<file path="src/rtl/rgb2luma_pipe.sv">
// RGB to luma converter: three-stage elastic pipeline (multiply, sum, round/saturate).
// Coefficients are selected per pixel at accept time and travel with the pixel as products.
// Every stage keeps its own valid bit. A stage loads when it is empty or when its contents
// move on, so bubbles collapse and the pipeline sustains one pixel per cycle.
module rgb2luma_pipe #(
  parameter int unsigned width_p      = 8,
  parameter int unsigned coef_width_p = 16
) (
  input  logic                    clk_i,
  input  logic                    reset_i,
  input  logic [width_p-1:0]      red_i,
  input  logic [width_p-1:0]      green_i,
  input  logic [width_p-1:0]      blue_i,
  input  logic [1:0]              mode_i,
  input  logic [coef_width_p-1:0] coef_r_i,
  input  logic [coef_width_p-1:0] coef_g_i,
  input  logic [coef_width_p-1:0] coef_b_i,
  input  logic                    last_i,
  input  logic                    valid_i,
  output logic                    ready_o,
  output logic [width_p-1:0]      gray_o,
  output logic                    last_o,
  output logic                    sat_o,
  output logic                    valid_o,
  input  logic                    ready_i
);

  localparam int unsigned ProdW = width_p + coef_width_p;
  localparam int unsigned SumW  = ProdW + 2;

  // Rescale a 16-bit fractional constant to coef_width_p fractional bits.
  function automatic logic [coef_width_p-1:0] scale_coef(input logic [15:0] c);
    logic [coef_width_p+15:0] w;
    w = {{coef_width_p{1'b0}}, c};
    if (coef_width_p >= 16) begin
      w = w << (coef_width_p - 16);
    end else begin
      w = w >> (16 - coef_width_p);
    end
    return w[coef_width_p-1:0];
  endfunction

  localparam logic [coef_width_p-1:0] C601R = scale_coef(16'd19595);
  localparam logic [coef_width_p-1:0] C601G = scale_coef(16'd38470);
  localparam logic [coef_width_p-1:0] C601B = scale_coef(16'd7471);
  localparam logic [coef_width_p-1:0] C709R = scale_coef(16'd13933);
  localparam logic [coef_width_p-1:0] C709G = scale_coef(16'd46871);
  localparam logic [coef_width_p-1:0] C709B = scale_coef(16'd4732);
  localparam logic [coef_width_p-1:0] CAvgR = scale_coef(16'd21845);
  localparam logic [coef_width_p-1:0] CAvgG = scale_coef(16'd21846);
  localparam logic [coef_width_p-1:0] CAvgB = scale_coef(16'd21845);

  // Half an LSB of the output, added before truncation for round-half-up.
  localparam logic [SumW-1:0] RoundHalf = SumW'(1) << (coef_width_p - 1);

  // Stage state
  logic                    r_s1_valid;
  logic [ProdW-1:0]        r_s1_prod_r;
  logic [ProdW-1:0]        r_s1_prod_g;
  logic [ProdW-1:0]        r_s1_prod_b;
  logic                    r_s1_last;

  logic                    r_s2_valid;
  logic [SumW-1:0]         r_s2_sum;
  logic                    r_s2_last;

  logic                    r_s3_valid;
  logic [width_p-1:0]      r_s3_gray;
  logic                    r_s3_sat;
  logic                    r_s3_last;

  // Combinational helpers
  logic                    w_s1_en;
  logic                    w_s2_en;
  logic                    w_s3_en;
  logic                    w_accept;
  logic [coef_width_p-1:0] w_coef_r;
  logic [coef_width_p-1:0] w_coef_g;
  logic [coef_width_p-1:0] w_coef_b;
  logic [ProdW-1:0]        w_prod_r;
  logic [ProdW-1:0]        w_prod_g;
  logic [ProdW-1:0]        w_prod_b;
  logic [SumW-1:0]         w_sum;
  logic [SumW-1:0]         w_round;
  logic [SumW-1:0]         w_y;
  logic                    w_sat;
  logic [width_p-1:0]      w_gray;

  // Load enables: a stage loads when empty or when its current content moves on.
  always_comb begin
    w_s3_en  = !r_s3_valid || ready_i;
    w_s2_en  = !r_s2_valid || w_s3_en;
    w_s1_en  = !r_s1_valid || w_s2_en;
    ready_o  = w_s1_en && !reset_i;
    w_accept = valid_i && ready_o;
  end

  // Coefficient selection for the pixel being accepted.
  always_comb begin
    w_coef_r = C601R;
    w_coef_g = C601G;
    w_coef_b = C601B;
    unique case (mode_i)
      2'd0: begin
        w_coef_r = C601R;
        w_coef_g = C601G;
        w_coef_b = C601B;
      end
      2'd1: begin
        w_coef_r = C709R;
        w_coef_g = C709G;
        w_coef_b = C709B;
      end
      2'd2: begin
        w_coef_r = CAvgR;
        w_coef_g = CAvgG;
        w_coef_b = CAvgB;
      end
      2'd3: begin
        w_coef_r = coef_r_i;
        w_coef_g = coef_g_i;
        w_coef_b = coef_b_i;
      end
      default: ;
    endcase
  end

  // S1 datapath: per-channel products.
  always_comb begin
    w_prod_r = ProdW'(red_i) * ProdW'(w_coef_r);
    w_prod_g = ProdW'(green_i) * ProdW'(w_coef_g);
    w_prod_b = ProdW'(blue_i) * ProdW'(w_coef_b);
  end

  // S2 datapath: sum of products, two guard bits so it cannot overflow.
  always_comb begin
    w_sum = SumW'(r_s1_prod_r) + SumW'(r_s1_prod_g) + SumW'(r_s1_prod_b);
  end

  // S3 datapath: round half up, drop fraction, clip to the output range.
  always_comb begin
    w_round = r_s2_sum + RoundHalf;
    w_y     = w_round >> coef_width_p;
    w_sat   = |w_y[SumW-1:width_p];
    w_gray  = w_sat ? {width_p{1'b1}} : w_y[width_p-1:0];
  end

  // S1 register: valid bit resets, products and marker are unreset data.
  always_ff @(posedge clk_i) begin
    if (reset_i) begin
      r_s1_valid <= 1'b0;
    end else if (w_s1_en) begin
      r_s1_valid <= w_accept;
    end
    if (w_s1_en) begin
      r_s1_prod_r <= w_prod_r;
      r_s1_prod_g <= w_prod_g;
      r_s1_prod_b <= w_prod_b;
      r_s1_last   <= last_i;
    end
  end

  // S2 register: takes whatever S1 holds when allowed to load.
  always_ff @(posedge clk_i) begin
    if (reset_i) begin
      r_s2_valid <= 1'b0;
    end else if (w_s2_en) begin
      r_s2_valid <= r_s1_valid;
    end
    if (w_s2_en) begin
      r_s2_sum  <= w_sum;
      r_s2_last <= r_s1_last;
    end
  end

  // S3 register: output stage, fully reset so outputs read zero after reset.
  always_ff @(posedge clk_i) begin
    if (reset_i) begin
      r_s3_valid <= 1'b0;
      r_s3_gray  <= '0;
      r_s3_sat   <= 1'b0;
      r_s3_last  <= 1'b0;
    end else if (w_s3_en) begin
      r_s3_valid <= r_s2_valid;
      r_s3_gray  <= w_gray;
      r_s3_sat   <= w_sat;
      r_s3_last  <= r_s2_last;
    end
  end

  // Outputs come straight from the S3 register, so they hold while stalled.
  always_comb begin
    valid_o = r_s3_valid;
    gray_o  = r_s3_gray;
    sat_o   = r_s3_sat;
    last_o  = r_s3_last;
  end

endmodule

</file>
<file path="config.mk">
export PLATFORM = sky130hd
export DESIGN_NAME = rgb2luma_pipe
export DESIGN_NICKNAME = d
export VERILOG_FILES = /design/src/rtl/rgb2luma_pipe.sv
export SDC_FILE = /design/constraint.sdc
export NUM_CORES = 1
export LEC_CHECK = 0
export BUFFER_PORTS_ARGS = -buffer_cell sky130_fd_sc_hd__clkbuf_2
export CAP_MARGIN = 20
export CORE_ASPECT_RATIO = 0.7
export CORE_UTILIZATION = 58
export DETAILED_ROUTE_END_ITERATION = 6
export PLACE_DENSITY = 0.85
export SYNTH_ARGS = -nofsm -noshare
export SYNTH_HDL_FRONTEND = slang
export SYNTH_SLANG_ARGS = --single-unit
</file>
<file path="constraint.sdc">
create_clock -name clk_i -period 6 [get_ports clk_i]
set_clock_uncertainty 0.15 [all_clocks]
set_input_delay 0.6 -clock clk_i [delete_from_list [all_inputs] [get_ports clk_i]]
set_output_delay 0.6 -clock clk_i [all_outputs]
set_load 0.005 [all_outputs]
</file>
==> impl_metrics.csv <==
group,metric,value,unit
synthesis,yosys.area.top_type,"fa_1",
synthesis,syn_nets,2225,
grt,grt_pass1_wl,68.5,mm
drt,wl_per_cell,18.6,µm
synthesis,synth_top_cell_area_share,33.0,%
pwr,irDropWorstVdd,0.320,mV
timing,rsz0062_at_grt,"no",
floorplanning,core,0.0280,mm²
clock_tree,clock_sinks,98,
layout,final_common_cell,"inv_1",
layout,stdcell_count,2211,
layout,fillerInstances,2138,
synthesis,synth_warnings,0,
setup_path,criticalPathCategory,"in -> reg",
drt,drtIter0Drc,1106,
timing,fin_hold_ws,0.274,ns
drt,drtAntennaViolNets,0,
synthesis,synth_ff_type,"edfxtp_1",
layout,multi_input_area,0.0127,mm²
synthesis,synth_seq_area_share,16.9,%
layout,fin_nets,2345,
grt,grt_pass1_vias,13300,
timing,slew_headroom,37.8,%
status,outcome,"completed",
floorplanning,num_rows,51,
synthesis,syn_inst,1715,
floorplanning,dieArea,0.0294,mm²
clock_tree,clk_pin_slew_worst_paths,0.07,ns
run,drv_cap,0,
layout,diodes,0,
timing,setup_tns,0,ns
timing,fin_crit_sh,95.1,%
setup_path,regToRegStartpoint,"r_s1_prod_r[6]$_DFFE_PN_",
layout,seq_area,0.00281,mm²
clock_tree,h-tree-depth,3,
placement,hpwlAfterDp,34.0,mm
synthesis,synth_area_leaders,"fa_1, edfxtp_1, ha_1",
placement,dp_cells,2194,
floorplanning,die_width,205,µm
layout,drive_gt1_share,10.0,%
synthesis,avgSynthCellArea,9.72,µm²
clock_tree,cts-root-buf,"clkbuf_16",
drt,vias_per_cell,5.73,
worst_hold_path,worstHoldStart,"r_s1_last$_DFFE_PN_",
clock_tree,cts_tree,"yes",
clock_tree,clk_path_buf_depth,2,
setup_path,worstPathRequired,5.99,ns
clock_tree,clock_latency,0.35,ns
pwr,leakagePower,9.26,nW
floorplanning,pin_count,91,
timing,tightest_slew,0.931,ns
synthesis,ys_ff_latch,98,
synthesis,synth-async-reset-ratio,0,%
drt,vias,12700,
placement,place.gp.congestion,0.946,
pwr,power_density,505,mW/mm²
setup_path,start_kind,"input port",
timing,slew_violations,0,
drt,drcViolationCount,0,
synthesis,synth_cell_type_count,64,
timing,setup_viol,0,
clock_tree,numCtsBuffers,9,
synthesis,netlist_area,0.0167,mm²
layout,area_growth,9.55,%
grt,gr-total-overflow,0,
floorplanning,die_h,144,µm
drt,wl,41.2,mm
timing,fmax,175,MHz
grt,grt_antenna_before_repair,1,
setup_path,crit_path_end_kind,"flip-flop",
worst_hold_path,min_path_type,"reg -> reg",
timing,hold_viol,0,
drt,firstDrtPassIters,5,
timing,fin_crit,5.70,ns
synthesis,synth_edf_count,85,
setup_path,worstSetupStartpoint,"mode_i[1]",
layout,final_cell_mix,"inv_1, fa_1, and2_1",
placement,port_buffers,90,
grt,grt_max_degree,75,
setup_path,critPathMaxFanout,10,
grt,track_usage,29.9,%
setup_path,crit_arrival,5.70,ns
floorplanning,initial_utilization,59.5,%
==> report_power, final <==
part / switching, mW / internal, mW / total [mW]
clock network: 0.277 / 0.336 / 0.613
logic: 3.95 / 3.05 / 7.00
registers: 0.225 / 1.38 / 1.61
total: 4.45 / 4.76 / 9.21
==> path summary, 6_finish.rpt <==
check                         endpoint  slack (ns)  depth (start not counted)
max          r_s1_prod_r[23]$_DFFE_PN_        0.30                         23
min                r_s2_last$_DFFE_PP_        0.27                          0
max reg2reg     r_s2_sum[23]$_DFFE_PP_        2.45                         10
min reg2reg        r_s2_last$_DFFE_PP_        0.27                          0
==> flip-flops by register name, summed over array words and instances (netlist names) <==
signal       flops
r_s1_prod_g     24
r_s1_valid       1
r_s2_valid       1
gray_o           8
r_s1_last        1
sat_o            1
r_s2_last        1
r_s1_prod_r     24
r_s2_sum        11
r_s1_prod_b     24
last_o           1
valid_o          1
==> cell families after synthesis <==
family,synth area share (%)
buffers and inverters,7.16
adder cells (fa/ha/maj),44.7
AND/OR/NAND/NOR,19.2
XOR/XNOR,3.52
flip-flops,16.9
multiplexers,0.120
AO/OA/AOI/OAI,8.37
==> critical path, cell delays in order <==
cell and delay (ns):
clkbuf_2 0.12, buf_4 0.19, a21boi_1 0.26, buf_4 0.22, nor2b_1 0.07, fa_1 0.48
inv_1 0.06, fa_1 0.54, inv_1 0.05, fa_1 0.47, inv_1 0.05, fa_1 0.49
inv_1 0.05, ha_1 0.20, buf_4 0.15, a21oi_1 0.17, nor2b_1 0.07, o21ai_0 0.33
a21oi_2 0.14, o31ai_4 0.31, o21ai_2 0.14, mux2i_1 0.15, a2111oi_2 0.38
==> layout make-up <==
class	count	area share [%]
clock inverters	7	0.493
repair buffers	151	5.22
inverters	276	5.67
flip-flops and latches	98	15.4
clock buffers	9	1.23
multi-input cells	1299	69.4
well taps	371	2.54
==> synth_stat cells (all sizes together) (3+ instances only) <==
library cell  instances
a2111oi               4
a21oi                58
nand2               127
a31oi                 5
a21boi               15
nor2b                50
xnor2                43
xor2                 24
a21o                 42
nand2b               16
nor3                 20
o211ai                5
o21a                 11
inv                 276
ha                  156
o31ai                 4
o21bai                7
dfxtp                13
a41oi                 3
clkbuf               42
fa                  275
nor4                  3
nor2                 66
o21ai                30
and2                207
edfxtp               85
a211oi                4
nand3                27
or4                   5
nand4                 8
or2                   3
and3                 54
a221oi                3
==> repair_timing <==
action                                  in CTS  in global routing
hold buffers                                 0                  0
setup buffers                                0                  0
resized for setup                            0                  3
endpoints found under the setup margin       0                  6
==> layer usage <==
metal,GRT usage (%),up-vias,part of all wire [%]
li1,-,5764,-
met1,41.1,6209,42
met2,48.3,616,46
met3,6.12,82,9.9
met4,7.70,2,2.4
met5,0,-,0.022
==> stage by stage <==
stage / setup WS (ns) / instance area (µm²) / util (%) / total power, mW
final: 0.296 / 18300 / 65.2 / 9.21
after floorplan: 0.271 / 16700 / - / 6.40
after detailed placement: -0.0817 / 17900 / 64.0 / 8.41
after global routing: 0.00600 / 18300 / 65.2 / 10.0
after CTS: 0.262 / 18200 / 65.1 / 9.09
after global placement: -0.000965 / 17900 / 64.0 / 8.04
No activity file was read; power rests on OpenSTA's default activity.
